==> src/rtl/rf_port_scheduler.sv <==
// rf_port_scheduler: owns the single read-or-write command port of the 32x32 register file.
// It buffers writeback requests in an in-order FIFO, holds one outstanding operand read,
// keeps read-after-write ordering, alternates grants under contention and runs the register
// file clear pulse after every reset.
//
// Optional feature macro: RF_BYPASS_EN. When defined, a read that matches buffered writes
// issues without stalling and returns the youngest matching buffered data.
//
// Ports:
//   clk_i, rst_ni                      clock, asynchronous active-low reset
//   wr_valid_i/wr_ready_o, wr_addr_i, wr_data_i   writeback request
//   rd_valid_i/rd_ready_o, rd_addr1_i, rd_addr2_i operand-read request
//   rsp_valid_o, rsp_data1_o, rsp_data2_o         one-cycle read response, zero when idle
//   init_done_o                                   clear sequence complete
//   rf_en_o, rf_reset_o, rf_read_en_o, rf_write_en_o, rf_rs1_o, rf_rs2_o, rf_rd_o,
//   rf_data_in_o                                  register-file command port
//   rf_read_out1_i, rf_read_out2_i                register-file read data
module rf_port_scheduler #(
    parameter int unsigned WBUF_DEPTH = 2,
    parameter int unsigned AW         = 5,
    parameter int unsigned DW         = 32
) (
    input  logic          clk_i,
    input  logic          rst_ni,
    input  logic          wr_valid_i,
    output logic          wr_ready_o,
    input  logic [AW-1:0] wr_addr_i,
    input  logic [DW-1:0] wr_data_i,
    input  logic          rd_valid_i,
    output logic          rd_ready_o,
    input  logic [AW-1:0] rd_addr1_i,
    input  logic [AW-1:0] rd_addr2_i,
    output logic          rsp_valid_o,
    output logic [DW-1:0] rsp_data1_o,
    output logic [DW-1:0] rsp_data2_o,
    output logic          init_done_o,
    output logic          rf_en_o,
    output logic          rf_reset_o,
    output logic          rf_read_en_o,
    output logic          rf_write_en_o,
    output logic [AW-1:0] rf_rs1_o,
    output logic [AW-1:0] rf_rs2_o,
    output logic [AW-1:0] rf_rd_o,
    output logic [DW-1:0] rf_data_in_o,
    input  logic [DW-1:0] rf_read_out1_i,
    input  logic [DW-1:0] rf_read_out2_i
);
    localparam int unsigned PW = $clog2(WBUF_DEPTH);

    typedef enum logic [1:0] {StInit, StIdle, StRdWait} state_e;

    state_e                state_q, state_d;
    logic                  init_go_q;   // first cycle after reset release seen
    logic                  init_done_q;
    logic                  last_wr_q;   // last grant was a write
    logic                  rd_pend_q;
    logic [AW-1:0]         rs1_q, rs2_q;
    logic [PW-1:0]         wptr_q, rptr_q;
    logic [WBUF_DEPTH-1:0] valid_q;
    logic [AW-1:0]         addr_q [WBUF_DEPTH];
    logic [DW-1:0]         data_q [WBUF_DEPTH];

    logic full, empty, hazard, push, accept_rd, issue_rd, issue_wr, init_pulse, rd_block;

`ifdef RF_BYPASS_EN
    logic          byp1_hit_q, byp2_hit_q, snap1_hit, snap2_hit;
    logic [DW-1:0] byp1_q, byp2_q, snap1, snap2;
    logic [PW-1:0] idx;

    // Walk oldest to youngest so the youngest matching entry wins.
    always_comb begin
        snap1_hit = 1'b0;
        snap2_hit = 1'b0;
        snap1     = '0;
        snap2     = '0;
        idx       = '0;
        for (int k = 0; k < WBUF_DEPTH; k++) begin
            idx = rptr_q + PW'(k);
            if (valid_q[idx] && addr_q[idx] == rs1_q) begin
                snap1_hit = 1'b1;
                snap1     = data_q[idx];
            end
            if (valid_q[idx] && addr_q[idx] == rs2_q) begin
                snap2_hit = 1'b1;
                snap2     = data_q[idx];
            end
        end
    end
`endif

    always_comb begin
        hazard = 1'b0;
        for (int i = 0; i < WBUF_DEPTH; i++) begin
            if (valid_q[i] && (addr_q[i] == rs1_q || addr_q[i] == rs2_q)) hazard = 1'b1;
        end
    end

`ifdef RF_BYPASS_EN
    assign rd_block = 1'b0;
`else
    assign rd_block = hazard;
`endif

    assign full       = &valid_q;
    assign empty      = ~|valid_q;
    assign wr_ready_o = init_done_q && !full;
    assign rd_ready_o = init_done_q && (state_q == StIdle) && !rd_pend_q;
    assign push       = wr_valid_i && wr_ready_o;
    assign accept_rd  = rd_valid_i && rd_ready_o;
    assign init_pulse = (state_q == StInit) && init_go_q;
    assign issue_rd   = (state_q == StIdle) && rd_pend_q && !rd_block && (empty || last_wr_q);
    assign issue_wr   = ((state_q == StIdle) || (state_q == StRdWait)) && !empty && !issue_rd;
    assign init_done_o = init_done_q;

    always_comb begin
        rf_en_o       = init_pulse || issue_rd || issue_wr;
        rf_reset_o    = init_pulse;
        rf_read_en_o  = issue_rd;
        rf_write_en_o = issue_wr;
        rf_rs1_o      = issue_rd ? rs1_q : '0;
        rf_rs2_o      = issue_rd ? rs2_q : '0;
        rf_rd_o       = issue_wr ? addr_q[rptr_q] : '0;
        rf_data_in_o  = issue_wr ? data_q[rptr_q] : '0;
    end

    assign rsp_valid_o = (state_q == StRdWait);

    always_comb begin
        rsp_data1_o = '0;
        rsp_data2_o = '0;
        if (rsp_valid_o) begin
`ifdef RF_BYPASS_EN
            rsp_data1_o = byp1_hit_q ? byp1_q : rf_read_out1_i;
            rsp_data2_o = byp2_hit_q ? byp2_q : rf_read_out2_i;
`else
            rsp_data1_o = rf_read_out1_i;
            rsp_data2_o = rf_read_out2_i;
`endif
        end
    end

    always_comb begin
        state_d = state_q;
        unique case (state_q)
            StInit:   if (init_go_q) state_d = StIdle;
            StIdle:   if (issue_rd) state_d = StRdWait;
            StRdWait: state_d = StIdle;
            default:  state_d = StInit;
        endcase
    end

    always_ff @(posedge clk_i or negedge rst_ni) begin
        if (!rst_ni) begin
            state_q     <= StInit;
            init_go_q   <= 1'b0;
            init_done_q <= 1'b0;
            last_wr_q   <= 1'b1;
            rd_pend_q   <= 1'b0;
            rs1_q       <= '0;
            rs2_q       <= '0;
            wptr_q      <= '0;
            rptr_q      <= '0;
            valid_q     <= '0;
            for (int i = 0; i < WBUF_DEPTH; i++) begin
                addr_q[i] <= '0;
                data_q[i] <= '0;
            end
`ifdef RF_BYPASS_EN
            byp1_hit_q <= 1'b0;
            byp2_hit_q <= 1'b0;
            byp1_q     <= '0;
            byp2_q     <= '0;
`endif
        end else begin
            state_q   <= state_d;
            init_go_q <= 1'b1;
            if (init_pulse) init_done_q <= 1'b1;
            if (state_q == StRdWait) rd_pend_q <= 1'b0;
            if (accept_rd) begin
                rd_pend_q <= 1'b1;
                rs1_q     <= rd_addr1_i;
                rs2_q     <= rd_addr2_i;
            end
            if (issue_rd) last_wr_q <= 1'b0;
            if (issue_wr) begin
                last_wr_q       <= 1'b1;
                valid_q[rptr_q] <= 1'b0;
                rptr_q          <= rptr_q + 1'b1;
            end
            // Push never targets the head slot being popped: push needs !full, pop needs !empty.
            if (push) begin
                valid_q[wptr_q] <= 1'b1;
                addr_q[wptr_q]  <= wr_addr_i;
                data_q[wptr_q]  <= wr_data_i;
                wptr_q          <= wptr_q + 1'b1;
            end
`ifdef RF_BYPASS_EN
            if (issue_rd) begin
                byp1_hit_q <= snap1_hit;
                byp2_hit_q <= snap2_hit;
                byp1_q     <= snap1;
                byp2_q     <= snap2;
            end
`endif
        end
    end

endmodule
==> config.mk <==
export PLATFORM = sky130hd
export DESIGN_NAME = rf_port_scheduler
export DESIGN_NICKNAME = d
export VERILOG_FILES = /design/src/rtl/rf_port_scheduler.sv
export SDC_FILE = /design/constraint.sdc
export NUM_CORES = 1
export LEC_CHECK = 0
export BUFFER_PORTS_ARGS = -buffer_cell sky130_fd_sc_hd__buf_2
export CORE_UTILIZATION = 43
export DETAILED_ROUTE_END_ITERATION = 6
export GPL_ROUTABILITY_DRIVEN = 0
export PLACE_DENSITY_LB_ADDON = 0.15
export SLEW_MARGIN = 40
export SYNTH_ARGS = -nofsm -noshare
export SYNTH_HDL_FRONTEND = slang
export SYNTH_SLANG_ARGS = --single-unit
export TNS_END_PERCENT = 5
==> constraint.sdc <==
create_clock -name clk_i -period 2.15 [get_ports clk_i]
set_clock_uncertainty 0.2 [all_clocks]
set_input_delay 0.43 -clock clk_i [delete_from_list [all_inputs] [get_ports clk_i]]
set_output_delay 0.43 -clock clk_i [all_outputs]
set_load 0.02 [all_outputs]
* Word-level counts from Yosys, hierarchy flattened
Cells that the tools add are included.
** Operators by class
- Add/sub/neg operators :: 2
- Magnitude comparators :: 7
- Equality and inequality tests :: 8
- Multiplexer cells :: 33
- Bitwise logic cells :: 5
- Reduce and logical (&&, ||, !) cells :: 33
** Operators by type and width (number)
- $mux 32 :: 7
- $bwmux 64 :: 1
- $mux 5 :: 7
- $demux 32 s1 :: 1
- $eq 5x5->1 :: 4
- $logic_and 1x1->1 :: 16
- $bwmux 10 :: 1
- $mux 1 :: 8
- $mux 2 :: 4
- $logic_or 1x1->1 :: 6
- $pmux 2 s3 :: 1
- $demux 5 s1 :: 1
- $logic_not 1->1 :: 5
- $ge 2x2->1 const B :: 2
- $lt 1x2->1 const B :: 2
- $ne 2x2->1 const B :: 2
- $not 1->2 :: 2
- $reduce_and 2->1 :: 2
- $reduce_bool 2->1 :: 2
- $add 1x1->1 const B :: 2
- $and 2x2->2 :: 1
- $demux 1 s1 :: 2
- $eq 2x1->1 const B :: 1
- $eq 2x2->1 const B :: 1
- 6 further kinds :: 7
** Storage, ports and cells
- Register bits after elaboration :: 94
- Bits of input ports :: 115
- Output and inout bits :: 119
- Logic and storage cells :: 102

* Depth between registers and ports, before layout
- Word-level depth :: 13
- Depth in mapped cells :: 7
- Gate-level depth less buffers :: 6

* Least setup slack after synthesis
No wires, ideal clock.
- Path type :: register to output
- Start :: register rs1_q[3]
- End :: output port rf_data_in_o[10]
- Data arrival time :: 1.668 ns
- Data required time :: 1.520 ns
- Setup slack :: -0.148 ns
- Cell stages (with the launch flop) :: 7
- Buffers on the path :: 1
- Cells stage by stage :: dfrtp_1 > xor2_1 > nor4_2 > and3_2 > o31ai_4 > buf_2 > nor2_1
** Between the ends
- Word-level cells in the longest chain between the ends :: 11
- Elaborated cells between the ends (all ways) :: 14
- Classes of those cells :: eq/ne: 2; mux: 3; reduce/logical: 9
** Ends and longest elaborated chain
- start: declaration :: RTL line 57 : logic [AW-1:0] rs1_q, rs2_q;
- start signal: assignment :: RTL line 181 : rs1_q <= rd_addr1_i;
- $eq 5x5->1 :: RTL line 94 : if (valid_q[i] && (addr_q[i] == rs1_q || addr_q[i] == rs2_q)) hazard = 1'b1;
- $logic_or 1x1->1 :: RTL line 94
- $logic_and 1x1->1 :: RTL line 94
- $mux 1 :: RTL line 94
- $mux 1 * :: RTL line 94
- $logic_not 1->1 * :: RTL line 111 : assign issue_rd = (state_q == StIdle) && rd_pend_q && !rd_block && (empty || last_wr_q);
- $logic_and 1x1->1 * (2 in series) :: RTL line 111
- $logic_not 1->1 * :: RTL line 112 : assign issue_wr = ((state_q == StIdle) || (state_q == StRdWait)) && !empty && !issue_rd;
- $logic_and 1x1->1 * :: RTL line 112
- $mux 32 * :: RTL line 123 : rf_data_in_o = issue_wr ? data_q[rptr_q] : '0;
- end: declaration :: RTL line 44 : output logic [DW-1:0] rf_data_in_o,
Mark *: on every way between the ends. The rest lies on a longest branch, timed or not.

* Worst setup path after layout
- Start :: register rs1_q[3]
- End :: output port rf_rd_o[4]
** Between the ends
- Word-level cells in the longest chain between the ends :: 11
- Elaborated cells between the ends (all ways) :: 14
- Classes of those cells :: eq/ne: 2; mux: 3; reduce/logical: 9
** Ends and longest elaborated chain
- $eq 5x5->1 :: RTL line 94
- $logic_or 1x1->1 :: RTL line 94
- $logic_and 1x1->1 :: RTL line 94
- $mux 1 :: RTL line 94
- $mux 1 * :: RTL line 94
- $logic_not 1->1 * :: RTL line 111
- $logic_and 1x1->1 * (2 in series) :: RTL line 111
- $logic_not 1->1 * :: RTL line 112
- $logic_and 1x1->1 * :: RTL line 112
- $mux 5 * :: RTL line 122 : rf_rd_o = issue_wr ? addr_q[rptr_q] : '0;
- end: declaration :: RTL line 43 : output logic [AW-1:0] rf_rd_o,
Marked as above.

==> impl_metrics.yaml <==
placed_design:
  hpwl_um: 10100
  placed_area_um2: 7040
  numPortBuffers: 233
  pre_cts_slack_ns: -0.329
synthesis:
  ys_types: 42
  syn_area_per_cell_um2: 9.80
  synth-seq-cells: 94
  synthFlopType: "dfrtp_1"
  synthesis.area_um2: 5020
  netlist_instances: 512
  synth_seq_area_share: 0.469
  async_reset_ff_frac: 1.00
  synth_edf_count: 0
  yosysWarnings: 0
  synth_fp_nets: 632
timing:
  report.final.setup_viol: 115
  worst_slack_ns: -0.705
  slew_violations: 0
  min_period_over_period: 1.33
  hold_viol_final: 0
  fin_tns_setup_ns: -38.35
  period_needed_ns: 2.85
  fmax_mhz: 350
  rsz0062_at_grt: "true"
worst_setup_path:
  critical-path-top-delay-family: "simple AND/OR/NAND/NOR gates"
  critical_path_required_ns: 1.52
  critical_path_arrival_ns: 2.22
  cp_num_buf_inv: 2
  crit_type: "flip-flop to output pin"
  cpPeakStageDelay_ns: 0.41
  path_cells: "xor2_1, nor4_2, and3_4, o31ai_4, buf_12, nor2_4, buf_4"
  cp-end-kind: "output pin"
  cp_max_fo: 23
  startpoint_type: "flip-flop"
  critPathSlowestCell: "dfrtp_1"
detailed_routing:
  wl_um: 14100
  ant_nets: 0
  route.detailed.drc: 0
  avgViaCountPerCell: 4.87
  post_drt_wl_per_cell_um: 15.3
  dr.pass1.iters: 4
  dr.first_iter.drc_count: 202
  vias: 4502
clocking:
  clk_pin_slew_ns: 0.06
  clock_path_buffers: 2
  cts_buffers: 9
  htreeDepth: 3
  clkLatencyLatePin_ns: 0.34
  cts_setup_buffers: 0
  clock-sinks: 94
  cts_tree: "done"
  root_buffer: "clkbuf_16"
finish:
  antenna_cells: 0
  stdcell_area_um2: 7790
  syn_to_final_growth_pct: 55.3
  drive_gt1_frac: 0.526
  nets: 896
  nFillCells: 875
global_route:
  grt_pass1_wl_um: 21200
  busiest_layer: "met2"
  grtUsageTotal: 0.233
  antenna_found_initial: 0
  use_met2: 0.396
  met1_usage: 0.297
  grt_pass1_vias: 4333
  grt-ovfl-total: 0
  grt_max_degree: 66
  met3_usage: 0.0553
power_and_ir_drop:
  powerDensity_nw_per_um2: 1670
  leakagePower_uw: 0.00395
  power.total_uw: 13000
  peakVddDrop_v: 0.00100
floorplanning:
  die_x_um: 110
  die-height_um: 110
  core_um2: 11400
  ioPinCount: 234
  dieArea_um2: 12100
  start_util: 0.439
  std_cell_rows: 39
outcome:
  violations: "negative setup slack"
  status: "finished with violations"
job:
  maxCapViolCount: 0
hold_path:
  hold_class: "input pin to flip-flop"
## flip-flops by register name, summed over array words and instances (netlist names)
signal       flops
data_q          64
addr_q          10
rs1_q            5
rs2_q            5
state_q          2
valid_q          2
init_done_o      1
init_go_q        1
last_wr_q        1
rd_pend_q        1
rptr_q           1
wptr_q           1
## layout make-up
cell class	count	area, um^2	area share
multi-input combinational	380	2860	0.367
sequential	94	2360	0.302
timing repair buffer	283	2050	0.263
clock buffer	12	267	0.0342
tap	143	179	0.0230
clock inverter	4	52.6	0.00674
inverter	8	30.0	0.00385
## per-layer routing
layer / vias up / wire length [um] / part of all wire
met5: - / 0 / 0
met4: 0 / 145 / 0.010
met3: 10 / 782 / 0.055
met2: 133 / 7130 / 0.50
met1: 2177 / 6090 / 0.43
li1: 2182 / - / -
## final timing paths
| kind | slack, ns | from | to | cells after the start |
|---|---|---|---|---|
| max | -0.70 | rs1_q[3] | rf_rd_o[4] | 7 |
| min | 0.09 | wr_data_i[26] | data_q[58] | 3 |
| max reg2reg | 0 | rs1_q[3] | valid_q[0] | 6 |
| min reg2reg | 0.27 | data_q[54] | data_q[54] | 2 |
| max in group asynchronous | 0.76 | rst_ni | state_q[0] | 3 |
| min in group asynchronous | 0.34 | rst_ni | rs2_q[1] | 2 |
## logic make-up (layout without fill, tap and decap cells)
family,after synthesis,in the layout,synth area share
AO/OA/AOI/OAI,18,18,0.0337
XOR/XNOR,21,21,0.0367
adder cells (fa/ha/maj),5,5,0.0125
buffers and inverters,38,307,0.0342
flip-flops,94,94,0.469
multiplexers,84,84,0.179
other,1,1,0.000747
AND/OR/NAND/NOR,251,251,0.234
## worst register-to-register path: stages, from the launching register on
cell and delay [ns]:
dfrtp_1 0.41, xor2_1 0.18, nor4_2 0.41, and3_4 0.28, o31ai_4 0.11, buf_12 0.21, o31a_1 0.25
## report_power, final
| part | leakage [uW] | switching (uW) | total (uW) | internal [uW] |
|---|---|---|---|---|
| Sequential | 0.00113 | 617 | 3260 | 2640 |
| Combinational | 0.00266 | 4300 | 8100 | 3800 |
| Clock | 0.000159 | 659 | 1660 | 1000 |
## layout by cell type, fill, tap and decap left out, types with 3 or more instances in the layout
cell type	n
mux2_2	47
clkbuf_8	3
nand2b_1	3
nor2_4	38
ha_1	3
nand4_1	3
buf_2	130
and2_4	6
nand2_1	122
inv_2	3
xor2_1	4
buf_4	105
dfrtp_1	91
buf_6	39
buf_12	8
inv_1	5
mux2i_1	37
xnor2_1	17
and2_1	66
clkbuf_16	9
## through the flow
step                      hold slack [ns]  utilization  instances
after floorplan                   -0.0656            -        512
after global placement              0.163        0.616        907
after detailed placement            0.163        0.616        907
after CTS                          0.0829        0.681        924
after global routing               0.0906        0.682        924
final                              0.0923        0.682        924
## Yosys cell counts (2+ instances only)
master / instances / area [um^2]
clkbuf_1: 14 / 52.6
mux2_2: 47 / 529
nand3_1: 2 / 10.0
xnor2_1: 17 / 149
dfrtp_1: 93 / 2330
and2_1: 74 / 463
xor2_1: 4 / 35.0
nor2_1: 40 / 150
nand2_1: 122 / 458
nand4_1: 3 / 18.8
ha_1: 5 / 62.6
inv_1: 8 / 30.0
buf_2: 14 / 70.1
o21ai_0: 2 / 10.0
nand2b_1: 3 / 18.8
mux2i_1: 37 / 370
a311oi_1: 2 / 17.5
## repair_timing
action,in CTS,in global routing
setup endpoints to repair,116,153
hold endpoints to repair,23,0
pin swaps,21,0
hold buffers,1,0
gates resized for setup,142,5
(Power assumes the default switching activity.)
